### src/rtl/alu_share_arbiter.sv
// Round-robin arbiter sharing one combinational ALU between two requesters.
// Holds a registered result per grant and owns the {Z,C,N,V} status register.
module alu_share_arbiter #(
    parameter int W       = 32,
    parameter int CMD_W   = 4,
    parameter int RR_INIT = 0
) (
    input  logic               clk,
    input  logic               rst,
    input  logic [1:0]         req_valid,
    output logic [1:0]         req_ready,
    input  logic [2*W-1:0]     req_val1,
    input  logic [2*W-1:0]     req_val2,
    input  logic [2*CMD_W-1:0] req_cmd,
    input  logic [1:0]         req_s,
    output logic [1:0]         rsp_valid,
    input  logic [1:0]         rsp_ready,
    output logic [W-1:0]       rsp_res,
    output logic [3:0]         rsp_status,
    output logic [3:0]         sr,
    output logic [W-1:0]       alu_val1,
    output logic [W-1:0]       alu_val2,
    output logic [CMD_W-1:0]   alu_cmd,
    output logic               alu_carry_in,
    input  logic [W-1:0]       alu_res,
    input  logic [3:0]         alu_status
);

    typedef enum logic {IDLE, HOLD} state_t;

    state_t state, state_n;
    logic   owner;
    logic   prio;
    logic   accept;
    logic   take;
    logic   grant;

    always_comb begin
        state_n   = state;
        req_ready = '0;
        grant     = prio;
        if (req_valid == 2'b01)
            grant = 1'b0;
        else if (req_valid == 2'b10)
            grant = 1'b1;
        accept = (state == IDLE) || rsp_ready[owner];
        take   = accept && (|req_valid);
        if (accept) begin
            if (take) begin
                req_ready[grant] = 1'b1;
                state_n          = HOLD;
            end else begin
                state_n = IDLE;
            end
        end
    end

    // With no request pending, grant falls back to prio so the ALU inputs stay defined.
    assign alu_val1     = grant ? req_val1[2*W-1:W] : req_val1[W-1:0];
    assign alu_val2     = grant ? req_val2[2*W-1:W] : req_val2[W-1:0];
    assign alu_cmd      = grant ? req_cmd[2*CMD_W-1:CMD_W] : req_cmd[CMD_W-1:0];
    assign alu_carry_in = sr[2];

    always_ff @(posedge clk) begin
        if (!rst) begin
            state      <= IDLE;
            owner      <= 1'b0;
            prio       <= (RR_INIT != 0);
            rsp_valid  <= '0;
            rsp_res    <= '0;
            rsp_status <= '0;
            sr         <= '0;
        end else begin
            state <= state_n;
            if (take) begin
                rsp_res    <= alu_res;
                rsp_status <= alu_status;
                owner      <= grant;
                rsp_valid  <= grant ? 2'b10 : 2'b01;
                prio       <= ~grant;
                if (req_s[grant])
                    sr <= alu_status;
            end else if (accept) begin
                rsp_valid <= '0;
            end
        end
    end

endmodule
### config.mk
export PLATFORM = sky130hd
export DESIGN_NAME = alu_share_arbiter
export DESIGN_NICKNAME = d
export VERILOG_FILES = /design/src/rtl/alu_share_arbiter.sv
export SDC_FILE = /design/constraint.sdc
export NUM_CORES = 1
export LEC_CHECK = 0
export CAP_MARGIN = 25
export CORE_AREA = 2 2 113 115
export DETAILED_ROUTE_END_ITERATION = 8
export DIE_AREA = 0 0 115 117
export GPL_ROUTABILITY_DRIVEN = 1
export MAX_ROUTING_LAYER = met4
export SYNTH_ARGS = -nofsm -noshare
export SYNTH_HDL_FRONTEND = slang
export SYNTH_SLANG_ARGS = --single-unit
### constraint.sdc
create_clock -name clk -period 4.4 [get_ports clk]
set_input_delay 0.88 -clock clk [delete_from_list [all_inputs] [get_ports clk]]
set_output_delay 0.88 -clock clk [all_outputs]
set_load 0.02 [all_outputs]
# Yosys cells after proc, flatten, opt, wreduce, memory -nomap -nowiden
# Index checks and enable logic that the tools add are counted.
# W data, S select, Z words.
totals:
  reg_bits: 45
  inputBits: 180
  output_inout_bits: 113
op_classes:
  order_cmp: 3
  eq_ne: 2
  mux: 17
  n_bitwise: 2
  n_reduce_logical: 6
ops:
  columns: ["operator", "count"]
  rows:
  - ["$mux W32", 2]
  - ["$mux W2", 5]
  - ["$mux W1", 8]
  - ["$lt A1 B2 Y1 const B", 2]
  - ["$mux W4", 1]
  - ["$eq A2 B1 Y1 const B", 1]
  - ["$eq A2 B2 Y1 const B", 1]
  - ["$logic_and A1 B1 Y1", 2]
  - ["$not A1 Y1", 2]
  - ["$reduce_and A2 Y1", 1]
  - ["$reduce_bool A2 Y1", 1]
  - ["$reduce_or A2 Y1", 1]
  - ["$demux W1 S1", 1]
  - ["$ge A1 B1 Y1 const B", 1]
  - ["$logic_or A1 B1 Y1", 1]

# Longest topological paths before layout
# Gate-level depths: netlist (run 1).
depth:
  depth_word: 9
  depth_mapped: 7
  mapped_depth_nobuf: 4

# Worst setup path before layout (run 1)
# Ideal clock, no wire load.
synth_timing:
  kind: "input port to output port"
  start: "input port req_valid[1]"
  end: "output port alu_val2[10]"
  t_arrival_ns: 1.945
  path_slack_ns: 1.575
  stages: 6
  path_cell_list: "nand2b_1 a21o_1 buf_4 buf_6 buf_6 mux2_4"
synth_via:
  elab_chain_len: 4
  word_cells_on_any_way: 5
  cone_classes: "eq/ne (2); mux (3)"
synth_rtl:
  columns: ["item", "line", "rtl"]
  rows:
  - ["start: declaration", "10", "input logic [1:0] req_valid,"]
  - ["$eq A2 B2 Y1", "44", "else if (req_valid == 2'b10)"]
  - ["$mux W1", "44", null]
  - ["$mux W1 *", "42", "if (req_valid == 2'b01)"]
  - ["$mux W32 *", "60", "assign alu_val2 = grant ? req_val2[2*W-1:W] : req_val2[W-1:0];"]
  - ["end: declaration", "22", "output logic [W-1:0] alu_val2,"]
# Every way passes the cells marked *; elsewhere a longest branch is shown, timed or not.

# Final worst setup path (run 1)
layout_timing:
  start: "input port req_valid[1]"
  end: "output port alu_cmd[3]"
layout_via:
  elab_chain_len: 4
  word_cells_on_any_way: 5
  cone_classes: "eq/ne (2); mux (3)"
layout_rtl:
  columns: ["item", "line", "rtl"]
  rows:
  - ["$eq A2 B2 Y1", "44", null]
  - ["$mux W1", "44", null]
  - ["$mux W1 *", "42", null]
  - ["$mux W4 *", "61", "assign alu_cmd = grant ? req_cmd[2*CMD_W-1:CMD_W] : req_cmd[CMD_W-1:0];"]
  - ["end: declaration", "23", "output logic [CMD_W-1:0] alu_cmd,"]
# Marks and branches as above.

==> results of run 1 <==
## cell families (layout without fill, tap and decap cells)
group                  Yosys count  after routing
DFF                             45             45
and+or+nand+nor                 90             90
muxes                           73             73
buffers and inverters           25            309
AOI/OAI and AO/OA               47             47
other                            0              5
## flip-flops by register name (all words and copies together), names as in the netlist
register    flops
rsp_res        32
sr              4
owner           1
state           1
rsp_valid       2
rsp_status      4
prio            1
## worst reg2reg max path, delay by kind of cell (launching register included)
| family | cells | cell delay (ns) |
|---|---|---|
| compound gates | 2 | 0.84 |
| mux | 2 | 0.57 |
| flops | 1 | 0.36 |
## final cells by class
type                       instances  share of cell area [%]
multi-input combinational        210                    25.6
sequential                        45                    15.6
timing repair buffer             297                    51.7
tap                              150                    3.25
antenna                            5                   0.217
clock buffer                       5                    2.17
inverter                           4                   0.260
clock inverter                     3                    1.19
## cell usage after synthesis (all sizes together)
library cell	n	area, µm²
nand2	84	315
mux2	68	800
dfxtp	45	901
a21oi	42	221
buf	14	113
clkbuf	7	26.3
mux2i	5	53.8
inv	4	15.0
nand3	3	15.0
a211oi	2	27.5
a21o	2	16.3
a311oi	1	8.76
nand2b	1	6.26
nor2	1	3.75
nor2b	1	6.26
## routing by layer
layer  wire (µm)  up-vias
li1            -     1521
met1        4620     1395
met2        6890      143
met3         991        9
met4         108        0
met5           0        -
## stage by stage
step | hold slack, ns | worst slack, ns
2_1_floorplan | 0.459 | 1.58
3_3_place_gp | 0.441 | 0.403
3_5_place_dp | 0.446 | 0.356
4_1_cts | 0.455 | 0.351
5_1_grt | 0.478 | 0.253
6_report | 0.452 | 0.365
## where the power goes
| part | switching, W | total, W | internal (W) |
|---|---|---|---|
| clock network | 0.000156 | 0.000483 | 0.000327 |
| logic | 0.000290 | 0.000679 | 0.000389 |
| registers | 0.0000165 | 0.000455 | 0.000438 |
## worst min-delay path by stage
stage | from | endpoint | slack (ns) | depth (start not counted)
after global placement | rsp_res[24] | rsp_res[24] | 0.44 | 2
after detailed placement | rsp_res[23] | rsp_res[23] | 0.45 | 2
final | rsp_res[17] | rsp_res[17] | 0.45 | 2
after global routing | rsp_res[10] | rsp_res[10] | 0.48 | 2
after CTS | rsp_res[23] | rsp_res[23] | 0.46 | 2
after floorplan | owner | owner | 0.46 | 2
==> results.cfg, run 1 <==
[timing]
fin_crit_sh_pct = 91.7
final_max_slew_viol_count = 0
worst_pin_slew_ns = 0.721
tns_ns = 0
rsz0062_at_grt = false
hold_viol_final = 0
maxSlewHeadroom_pct = 51.9
finalClockSkew_ns = 0.00430
setup_viol = 0
fmax_mhz = 248
min_period_ns = 4.04

[synth]
synthAdderAreaFrac_pct = 0
synthMuxAreaShare_pct = 33.7
ys_warn_count = 0
syn_avg_cell_area_um2 = 9.03
yosys.area_share.simple_pct = 13.7
synth_area_um2 = 2530
synth_fp_nets = 460
ys_seq_area_share_pct = 35.6
synth_cell_types = 23
synthXorXnorAreaFrac_pct = 0
ys_seq_elements = 45
synth_compound_area_share_pct = 10.8
synth_top_family_by_area = multiplexers
syn_inst = 280

[finish]
multi_input_comb_area_um2 = 1480
register_area_um2 = 901
final_util_pct = 46.9
final_cell_area_um2 = 5780
nets = 743
drive_gt1_share_pct = 9.75
stdcell_count = 719
layout_commonest_cell = clkdlybuf4s50_1
n_fill_cell = 1237
areaGrowthSynthToFinish_pct = 128
mostFrequentLayoutCells = clkdlybuf4s50_1, nand2_1, dfxtp_1

[worst_setup_path]
r2r-end = sr[2]
critPathMaxStageDelay_ns = 0.55
crit_arrival_ns = 3.16
required_ns = 3.52
cp_max_fo = 24
reg2reg_depth = 4
crit_path_end = alu_cmd[3]
critical_path_cell_count = 6
cpMostUsedCell = clkdlybuf4s50_1
r2r_slack_ns = 2.52
slowest_stage = clkdlybuf4s50_1
end_kind = output pin
critPathLaunch = req_valid[1]
cp_num_buf_inv = 3
worstReg2RegStart = owner
worstSetupPathType = input port to output pin
path_cells = clkdlybuf4s50_1 > nor2b_1 > a21o_4 > buf_4 > mux2_2 > clkdlybuf4s50_1
start_kind = input port
crit_family = buffers and inverters

[power]
p_leak_nw = 2.21
power_density_nw_per_um2 = 280
peakVddDrop_mv = 0.114
power_w = 0.00162

[clock_network]
cts_root_buf = clkbuf_16
clk_path_buf_depth = 2
postCtsResizedCells = 0
numCtsBuffers = 5
cts_tree = done
postCtsSetupRepairBufs = 0
clk_latency_ns = 0.28
htreeDepth = 2
cts.sink_count = 45
cts_hold_buffers = 0
cts.clk_slew.worst_paths_ns = 0.06

[die]
start_util_pct = 20.5
dieHeight_um = 117
die_w_um = 115
core_um2 = 12300
rows = 41
die_area_um2 = 13500
ios = 293

[placement]
placed_cells = 706
hpwl_um = 10600
dpl_cell_area_um2 = 5570
gp_congestion = 0.914
io_buffer_count = 292

[job]
maxCapViolCount = 0

[global_routing]
antenna_found_initial = 5
met2_usage_pct = 33.4
grt_max_degree = 40
grt_use_met1_pct = 19.4
grt_use_met3_pct = 4.94
grt_pass1_wl_um = 18000
grt_busiest_layer = met2
grt_usage_pct = 18.5
grt_pass1_vias = 3138
globalRouteOverflowTotal = 0

[route]
drt_iter0_markers = 114
drtAntennaViolNets = 0
wl_per_cell_um = 17.5
drt-vias-per-instance = 4.27
vias = 3068
drc = 0
first_pass_iters = 5
wl_um = 12600

[min_path]
hp-class = flip-flop to flip-flop

[status]
status = completed
Note: power is estimated with default switching activity, not from simulation.
==> run 2, diff against run 1 <==
CTS_BUF_LIST = sky130_fd_sc_hd__clkbuf_4 sky130_fd_sc_hd__clkbuf_8   (was not set)
==> run 2 against run 1 <==
Critical path depth unchanged. Clock-buffer cell count unchanged. Final cell count unchanged. Worst hold slack better by 0.0033 ns. Register-to-register slack about the same. First-iteration DRC count up 7.0%. Critical path type unchanged. Largest power group unchanged.
==> results.cfg, run 2 (synthesized netlist as in run 1, its figures left out) <==
[power]
p_sw_w = 0.000453
clockPowerShare_pct = 24.9
combPwrFrac_pct = 45.0
power_switching_share_pct = 30.0
p_leak_nw = 2.18
peakVddDrop_mv = 0.121
power_density_nw_per_um2 = 264
p_int_w = 0.00106
power_frac_seq_pct = 30.1

[finish]
mostFrequentLayoutCells = clkdlybuf4s50_1, nand2_1, dfxtp_1
largest_reg_flops = 32
n_fill_cell = 1244
register_area_um2 = 901
layout_commonest_cell = clkdlybuf4s50_1
areaGrowthSynthToFinish_pct = 126
final_cell_area_um2 = 5720
nets = 743
top_register = rsp_res
reg.largest.list = rsp_res x32, rsp_status x4, sr x4
multi_input_comb_area_um2 = 1480
drive_gt1_share_pct = 9.75

[global_routing]
antenna_found_initial = 5
grt_max_degree = 40
grt_usage_pct = 18.5
grt_pass1_wl_um = 18000
grt_pass1_vias = 3140
globalRouteOverflowTotal = 0

[die]
core_um2 = 12300
ios = 293
die_area_um2 = 13500
start_util_pct = 20.5
die_w_um = 115
rows = 41
dieHeight_um = 117

[worst_setup_path]
start_kind = input port
cp_max_fo = 24
required_ns = 3.52
worstSetupPathType = input port to output pin
end_kind = output pin
crit_arrival_ns = 3.15

[min_path]
hp-class = flip-flop to flip-flop

[placement]
gp_congestion = 0.914
dpl_cell_area_um2 = 5570
io_buffer_count = 292
hpwl_um = 10600

[route]
drc = 0
wl_um = 12600
vias = 3072
top_layer = met4
first_pass_iters = 5
drt_iter0_markers = 122
met2WireLength_um = 6900
wl_per_cell_um = 17.6
dr_wl_met3_um = 997
drtAntennaViolNets = 0
met1Wirelength_um = 4640
drt-vias-per-instance = 4.27

[job]
maxCapViolCount = 0

[timing]
maxSlewHeadroom_pct = 51.8
setup_viol = 0
final_max_slew_viol_count = 0
fmax_mhz = 248
worst_pin_slew_ns = 0.723
fin_crit_sh_pct = 91.7
finalClockSkew_ns = 0.00814
hold_viol_final = 0
tns_ns = 0
min_period_ns = 4.03
rsz0062_at_grt = false

[clock_network]
cts.clk_slew.worst_paths_ns = 0.08
postCtsSetupRepairBufs = 0
clk_path_buf_depth = 2
cts.sink_count = 45
cts_tree = done
cts_hold_buffers = 0
numCtsBuffers = 5
clk_latency_ns = 0.30
cts_root_buf = clkbuf_8
postCtsResizedCells = 0
htreeDepth = 2

[status]
status = completed
==> run 2: per-stage QoR <==
| step | setup WS, ns | hold slack (ns) | total power (W) | utilization [%] | cells |
|---|---|---|---|---|---|
| after floorplan | 1.58 | 0.459 | 0.000768 | - | 280 |
| after CTS | 0.351 | 0.459 | 0.00153 | 46.4 | 714 |
| after global routing | 0.253 | 0.482 | 0.00159 | 46.5 | 719 |
| final | 0.366 | 0.455 | 0.00151 | 46.5 | 719 |
| after detailed placement | 0.356 | 0.446 | 0.00114 | 45.2 | 706 |
| after global placement | 0.403 | 0.441 | 0.00114 | 45.2 | 706 |
==> run 2: worst paths after layout <==
check / end / slack, ns / depth (start not counted) / from
min reg2reg: rsp_res[17] / 0.46 / 2 / rsp_res[17]
min: rsp_res[17] / 0.46 / 2 / rsp_res[17]
max: alu_cmd[3] / 0.37 / 6 / req_valid[1]
max reg2reg: sr[0] / 2.52 / 4 / owner
==> run 2: area by class of cell <==
cell class | instances | area share, %
sequential | 45 | 15.7
timing repair buffer | 297 | 52.2
clock buffer | 5 | 1.20
tap | 150 | 3.28
inverter | 4 | 0.262
antenna | 5 | 0.219
clock inverter | 3 | 1.20
multi-input combinational | 210 | 25.9
==> run 2: critical path, stage by stage <==
cell and delay, ns:
clkdlybuf4s50_1 0.53, nor2b_1 0.23, a21o_4 0.32, buf_4 0.29, mux2_2 0.35, clkdlybuf4s50_1 0.55
==> run 2: metal layers <==
| layer | global-route usage [%] | vias to the layer above |
|---|---|---|
| met3 | 5.10 | 6 |
| met1 | 19.2 | 1403 |
| met2 | 33.5 | 142 |
| met4 | 6.99 | 0 |
| met5 | - | - |
| li1 | - | 1521 |
==> run 2: power by group through the flow <==
stage | Sequential, W | Clock, W | Combinational, W
floorplan | 0.000498 | 0 | 0.000271
global placement | 0.000463 | 0 | 0.000680
finish | 0.000454 | 0.000375 | 0.000678
CTS | 0.000455 | 0.000389 | 0.000686
detailed placement | 0.000464 | 0 | 0.000681
global route | 0.000459 | 0.000406 | 0.000720
